===== config.mk =====
export PLATFORM = sky130hd
export DESIGN_NAME = shiftrows_stream
export DESIGN_NICKNAME = d
export VERILOG_FILES = /design/src/rtl/shiftrows_stream.sv
export SDC_FILE = /design/constraint.sdc
export NUM_CORES = 1
export LEC_CHECK = 0
export ABC_CLOCK_PERIOD_IN_PS = 4100
export BUFFER_PORTS_ARGS = -buffer_cell sky130_fd_sc_hd__buf_2
export CORE_ASPECT_RATIO = 0.5
export CORE_MARGIN = 2
export CORE_UTILIZATION = 43
export CTS_CLUSTER_SIZE = 16
export DETAILED_ROUTE_END_ITERATION = 8
export HOLD_SLACK_MARGIN = 0.12
export SYNTH_ARGS = -nofsm -noshare
export SYNTH_HDL_FRONTEND = slang
export SYNTH_SLANG_ARGS = --single-unit

===== constraint.sdc =====
create_clock -name clock -period 4.1 [get_ports clock]
set_input_delay 0.82 -clock clock [delete_from_list [all_inputs] [get_ports clock]]
set_output_delay 0.82 -clock clock [all_outputs]
set_load 0.05 [all_outputs]

===== src/rtl/shiftrows_stream.sv =====
// shiftrows_stream: ping-pong byte-stream AES ShiftRows / InvShiftRows permuter (Rijndael NB columns).
// Optional macro SHIFTROWS_INV_EN builds the inverse path selected by in_inv; otherwise forward only.

module shiftrows_bank #(
  parameter int L  = 16,
  parameter int CW = 4
) (
  input  logic          clock,
  input  logic          reset,
  input  logic          wr_en,
  input  logic          wr_last,
  input  logic [CW-1:0] wr_addr,
  input  logic [7:0]    wr_data,
  input  logic          rd_en,
  input  logic          rd_last,
  input  logic [CW-1:0] rd_addr,
  output logic [7:0]    rd_data,
  output logic          full
);
  typedef enum logic [1:0] {FILLING, FULL, DRAINING} bank_st_e;

  bank_st_e   st, st_nxt;
  logic [7:0] mem [L];

  // Storage is intentionally not reset; the state machine decides what is live.
  always_ff @(posedge clock)
    if (wr_en) mem[wr_addr] <= wr_data;

  assign rd_data = mem[rd_addr];

  always_ff @(posedge clock)
    if (reset) st <= FILLING;
    else       st <= st_nxt;

  always_comb begin
    st_nxt = st;
    case (st)
      FILLING:  if (wr_en && wr_last) st_nxt = FULL;
      FULL:     if (rd_en)            st_nxt = DRAINING;
      DRAINING: if (rd_en && rd_last) st_nxt = FILLING;
      default:                        st_nxt = FILLING;
    endcase
  end

  assign full = (st != FILLING);
endmodule

module shiftrows_stream #(
  parameter int NB = 4
) (
  input  logic       clock,
  input  logic       reset,
  input  logic [7:0] in_byte,
  input  logic       in_valid,
  output logic       in_ready,
  input  logic       in_inv,
  output logic [7:0] out_byte,
  output logic       out_valid,
  input  logic       out_ready,
  output logic       out_first,
  output logic       out_inv
);
  localparam int            L    = 4 * NB;
  localparam int            CW   = $clog2(L);
  localparam logic [CW-1:0] LAST = CW'(L - 1);

  logic          wr_sel, rd_sel;
  logic [CW-1:0] wr_cnt, rd_cnt, rd_addr;
  logic          acc, emit, wr_last, rd_last;
  logic [1:0]    full, wr_en, rd_en;
  logic [1:0][7:0] rd_data;

  // Rijndael row shift: NB=8 skips offset 2 for rows 2 and 3.
  function automatic int row_off(input int r);
    return (NB == 8 && r >= 2) ? r + 1 : r;
  endfunction

  function automatic logic [CW-1:0] fwd_idx(input logic [CW-1:0] i);
    int r, c;
    r = int'(i) % 4;
    c = int'(i) / 4 + row_off(r);
    if (c >= NB) c = c - NB;
    return CW'(r + 4 * c);
  endfunction

  assign in_ready  = !full[wr_sel];
  assign acc       = in_valid && in_ready;
  assign out_valid = full[rd_sel];
  assign emit      = out_valid && out_ready;
  assign wr_last   = (wr_cnt == LAST);
  assign rd_last   = (rd_cnt == LAST);
  assign wr_en     = {acc & wr_sel, acc & ~wr_sel};
  assign rd_en     = {emit & rd_sel, emit & ~rd_sel};

  always_ff @(posedge clock)
    if (reset) begin
      wr_cnt <= '0;
      wr_sel <= 1'b0;
    end else if (acc) begin
      wr_cnt <= wr_last ? '0 : wr_cnt + 1'b1;
      if (wr_last) wr_sel <= ~wr_sel;
    end

  always_ff @(posedge clock)
    if (reset) begin
      rd_cnt <= '0;
      rd_sel <= 1'b0;
    end else if (emit) begin
      rd_cnt <= rd_last ? '0 : rd_cnt + 1'b1;
      if (rd_last) rd_sel <= ~rd_sel;
    end

  for (genvar b = 0; b < 2; b++) begin : g_bank
    shiftrows_bank #(.L(L), .CW(CW)) u_bank (
      .clock   (clock),
      .reset   (reset),
      .wr_en   (wr_en[b]),
      .wr_last (wr_last),
      .wr_addr (wr_cnt),
      .wr_data (in_byte),
      .rd_en   (rd_en[b]),
      .rd_last (rd_last),
      .rd_addr (rd_addr),
      .rd_data (rd_data[b]),
      .full    (full[b])
    );
  end

`ifdef SHIFTROWS_INV_EN
  logic [1:0] mode;

  function automatic logic [CW-1:0] inv_idx(input logic [CW-1:0] i);
    int r, c;
    r = int'(i) % 4;
    c = int'(i) / 4 + NB - row_off(r);
    if (c >= NB) c = c - NB;
    return CW'(r + 4 * c);
  endfunction

  // Mode is captured only with byte 0; later in_inv wiggles cannot touch the block.
  always_ff @(posedge clock)
    if (reset)                     mode <= '0;
    else if (acc && wr_cnt == '0)  mode[wr_sel] <= in_inv;

  assign out_inv = out_valid & mode[rd_sel];
  assign rd_addr = mode[rd_sel] ? inv_idx(rd_cnt) : fwd_idx(rd_cnt);
`else
  logic unused_inv;
  assign unused_inv = in_inv;
  assign out_inv    = 1'b0;
  assign rd_addr    = fwd_idx(rd_cnt);
`endif

  assign out_byte  = out_valid ? rd_data[rd_sel] : 8'h00;
  assign out_first = out_valid && (rd_cnt == '0);
endmodule


Yosys cells after proc, flatten, opt, wreduce, memory -nomap -nowiden
Memories as Yosys holds them, arrays and structs flattened.
Cells that the tools add are included.

cells by class
  add/subtract/negate cells = 5
  $lt $le $gt $ge = 3
  equality and inequality tests = 12
  muxes and demuxes = 22
  bitwise gates (word level) = 6
  reduce and logical (&&, ||, !) cells = 17

operators by type and width
  operator             number
  $mux 8               3
  $mux 2               7
  $ne 2x1->1 const B   6
  $pmux 2 s3           2
  $add 4x1->4 const B  2
  $eq 4x4->1 const B   2
  $mux 1               8
  $mux 4               2
  $logic_and 1x1->1    7
  $reduce_and 3->1     2
  $add 3x4->4          1
  $and 1x1->1          4
  $eq 2x1->1 const B   2
  $eq 2x2->1 const B   2
  $logic_not 2->1      2
  $logic_not 4->1      1
  $lt 1x2->1 const B   2
  $reduce_and 2->1     2
  $reduce_bool 2->1    2
  $add 2x2->3          1
  $ge 3x3->1 const B   1
  $not 1->1            2
  $sub 2x1->2 const B  1
  $logic_not 1->1      1

word-level totals
  flip-flop bits (word level) = 14
  RAM bits = 256
  output and inout bits = 12
  memories = 2

memory list
  memory                words  bits a word  read ports  clocked after memory_dff  wr ports  line  RTL
  g_bank[0].u_bank.mem  16     8            1           0                         1         23    logic [7:0] mem [L];
  g_bank[1].u_bank.mem  16     8            1           0                         1         23

Depth between registers and ports, before layout
  depth after elaboration = 9
  mapped depth = 9

By module
A second synthesis with hierarchy kept.

unflattened totals
  cells, all modules = 554
  area, all modules = 10880.4 µm²

modules (own cells, without submodules)
  module            times used  cells an instance  area each (µm²)
  shiftrows_bank    2           231                5074.9
  shiftrows_stream  1           92                 730.7

Worst setup path before layout
Ideal clock, no wire load.

  path type = reg2out
  start = reg rd_cnt[0]
  end = out out_byte[0]
  data arrival time = 2.886 ns
  data required time = 3.280 ns
  setup slack = 0.394 ns
  cell stages (with the launch flop) = 8
  cell sequence = dfxtp_1 -> ha_1 -> buf_2 -> buf_2 -> buf_1 -> clkbuf_1 -> o21ai_0 -> a211oi_1

on the way
  longest elaborated chain between the ends = 8
  elaborated cells between the ends (all ways) = 10

ends and longest elaborated chain
  what                                            line  RTL
  start: declaration                              68    logic [CW-1:0] wr_cnt, rd_cnt, rd_addr;
  start signal: assignment                        109   rd_cnt <= rd_last ? '0 : rd_cnt + 1'b1;
  $add 2x2->3                                     81    c = int'(i) / 4 + row_off(r);
  $ge 3x3->1 or $sub 2x1->2 (tied branches)       82    if (c >= NB) c = c - NB;
  $mux 2                                          82
  $add 3x4->4 (*)                                 83    return CW'(r + 4 * c);
  $mem_v2 16x8                                    --
  $mux 8 (implied by the code) (*) (2 in series)  154   assign out_byte = out_valid ? rd_data[rd_sel] : 8'h00;
  $mux 8 (*)                                      154
  end: declaration                                57    output logic [7:0] out_byte,

Every way passes the cells marked *; elsewhere a longest branch is shown, timed or not. The select of a mux whose other input is x is not followed.

Worst setup path in the final report
  start = reg rd_cnt[1]
  end = out out_byte[2]

Same word-level chain as after synthesis.

==> reports/results.ini <==
[pwr]
swShare=0.194
ir_drop_mv=0.279
power_frac_seq=0.566
power.clock.fraction=0.417
power.switching_mw=1.04
p_leak_nw=3.95
powerDensity_mw_per_mm2=427
internal_power_mw=4.32
p_comb_frac=0.016

[run]
drv_cap=0

[clocking]
htreeDepth=1
cts_tree=yes
holdBufCountCts=0
root_buffer=clkbuf_16
cts_max_path_buffers=3
clkSinkCount=270
worstSkewPairLatency_ps=520
clk_pin_slew_worst_paths_ps=60
numCtsBuffers=25

[placement]
dpl.cell_count=1025
hpwl_um=15600
gp_congestion=0.802
io_buffer_count=22

[grt]
grt_pass1_vias=6066
grt_overflow_total=0
grtUsageTotal=0.187
antenna_found_initial=0
grt_max_degree=95
grt_pass1_wl_um=38000

[sta]
fin_tns_setup_ps=0
worst_pin_slew_ps=1020
finalSetupViolCount=0
finalHoldViolCount=0
drv_slew=0
fin_crit_ps=4040
fin_skew_ps=10.2
slew_headroom=0.316
fmax_mhz=248
rsz0062_at_grt=no
timing.final.crit_share=0.984

[routing]
routedWlPerCell_um=23.4
drtIter0Drc=665
drc=0
vias_per_cell=5.68
wl_um=25400
final_antenna_net_count=0
drtPass1Iterations=5
num_vias=6142

[worst_setup_path]
end_kind=output pin
required_ps=3280
cp.arrival_ps=3220
cp_max_fo=10
startpoint_type=register
crit_type=reg2out

[layout]
final_cells=1082
drive_above_1_share=0.212
nets=739
syn_to_final_growth_pct=12.9

[synth]
ys_types=58
synth-edff-count=256
ys_seq_area_frac=0.717
synthArstFlopShare=0
yosysWarnings=0
syn-num-nets=693
synth-main-ff-cell=edfxtp_1
synth_area_mm2=0.0111
synthCells=673
synth_area_per_cell_um2=16.5
ys_seq_elements=270

[worst_hold_path]
min_path_type=reg2reg

[die]
die_area_mm2=0.0272
std_cell_rows=41
core_mm2=0.0253
ios=25
die_x_um=231
start_util=0.439
die_h_um=118

[outcome]
status=finished clean

## state kept, by name, summed over array words and instances (netlist names)
register           cells
rd_sel                 1
g_bank.u_bank.st       4
rd_cnt                 4
g_bank.u_bank.mem    256
wr_cnt                 4
wr_sel                 1
## power by group through the flow
stage	logic, mW	clock network, mW	registers [mW]
floorplan	0.0311	0	3.09
global placement	0.0851	0	3.09
detailed placement	0.0889	0	3.09
CTS	0.0892	2.27	3.03
global route	0.0965	2.38	3.03
finish	0.0883	2.24	3.03
## cells in the final DEF (no fill, tap or decap), types with 3 or more instances in the layout
master,count
xor2_1,3
a22oi_1,6
a22o_1,8
nor2b_1,6
or3_1,5
clkbuf_16,26
a21o_1,5
inv_1,6
o21ai_0,39
mux2i_1,20
a2111oi_0,4
and3_1,8
ha_1,6
nor3_1,4
buf_2,22
nand2_1,38
a221oi_1,6
clkinv_1,4
mux2_2,16
dfxtp_1,12
a31oi_1,5
edfxtp_1,256
a21oi_1,29
a211oi_1,5
clkbuf_1,9
nand3_1,8
clkinv_2,3
and2_1,4
mux4_2,37
nand2b_1,3
buf_4,35
nor2_1,55
## stage by stage
step                      instance area (um^2)  power [mW]  hold slack, ps  worst slack, ps   util
after global routing                     12500        5.50             550             8.17  0.496
after floorplan                          11100        3.12             467              394      -
final                                    12500        5.36             514             63.7  0.496
after detailed placement                 11600        3.18             506              403  0.460
after CTS                                12400        5.39             515            0.941  0.491
after global placement                   11600        3.18             503              493  0.460
## cell usage after synthesis (2+ instances only)
cell | instances | share of area
a221oi_1 | 6 | 0.0047
or3_1 | 5 | 0.0028
buf_6 | 6 | 0.0061
nor3_1 | 4 | 0.0018
clkbuf_1 | 12 | 0.0041
nor2_1 | 55 | 0.019
buf_4 | 7 | 0.0047
nand2b_1 | 4 | 0.0023
and2_1 | 4 | 0.0023
o2111ai_1 | 2 | 0.0016
xor2_1 | 3 | 0.0024
a211o_1 | 2 | 0.0016
a21o_1 | 5 | 0.0034
a2111oi_0 | 4 | 0.0032
and3_1 | 8 | 0.0045
nand3_1 | 8 | 0.0036
nor2b_1 | 6 | 0.0034
dfxtp_1 | 14 | 0.025
nand4_1 | 2 | 0.0011
o22ai_1 | 2 | 0.0011
a211oi_1 | 5 | 0.0034
a21oi_1 | 29 | 0.013
mux2_2 | 16 | 0.016
buf_2 | 14 | 0.0063
mux2i_1 | 20 | 0.018
a31oi_1 | 5 | 0.0028
a22oi_1 | 6 | 0.0041
o311ai_0 | 2 | 0.0016
ha_1 | 7 | 0.0079
o21ai_0 | 39 | 0.018
edfxtp_1 | 256 | 0.69
nand2_1 | 38 | 0.013
buf_1 | 2 | 0.00068
a22o_1 | 8 | 0.0063
mux4_2 | 37 | 0.075
a21boi_0 | 3 | 0.0020
inv_1 | 6 | 0.0020
## what timing repair did
item / in CTS / in global routing
setup buffers: 0 / 10
gates cloned: 0 / 1
pin swaps: 0 / 2
endpoints found under the setup margin: 2 / 4
gates resized for setup: 1 / 3
## worst paths after layout
path                                            start                                     to  slack [ps]  cells past startpoint
setup / recovery               rd_cnt[1]$_SDFFE_PP0N_                            out_byte[2]          60                      7
hold / removal                 wr_cnt[1]$_SDFFE_PP0N_                 wr_cnt[1]$_SDFFE_PP0N_         510                      2
setup reg to reg  g_bank[0].u_bank.st[1]$_SDFFE_PP0P_  g_bank[0].u_bank.mem[11][3]$_DFFE_PP_        1690                      3
hold reg to reg                wr_cnt[1]$_SDFFE_PP0N_                 wr_cnt[1]$_SDFFE_PP0N_         510                      2
## critical path: stages (launching register included)
cell	delay [ps]
dfxtp_2	570
buf_4	280
inv_1	180
nor2_1	320
a21oi_1	90
o311ai_0	730
a21oi_1	240
buf_2	270
## final cells by class
class | count | area, um^2
Fill cell | 2078 | 12700
Sequential cell | 270 | 7970
Multi-Input combinational cell | 355 | 2890
Clock buffer | 35 | 673
Timing Repair Buffer | 60 | 445
Tap cell | 344 | 430
Clock inverter | 10 | 101
Inverter | 7 | 26.3
Antenna cell | 1 | 2.50
## cell families (layout without fill, tap and decap cells)
kind of cell | Yosys count | in the layout | share of synthesized area
buf+inv | 48 | 112 | 0.0242
flops | 270 | 270 | 0.717
mux | 76 | 76 | 0.114
compound gates | 127 | 127 | 0.0741
simple gates | 139 | 139 | 0.0570
fa+ha+maj | 7 | 7 | 0.00788
xor+xnor | 5 | 5 | 0.00518
other cells | 1 | 2 | 0.000338
## layer usage
metal / vias to the layer above / wire length (um) / global-route usage
met2: 153 / 11900 / 0.293
met3: 30 / 1160 / 0.0266
met4: 0 / 415 / 0.0379
met5: - / 0 / 0
li1: 2756 / - / -
met1: 3203 / 11900 / 0.281
Note: power is estimated with default switching activity, not from simulation.
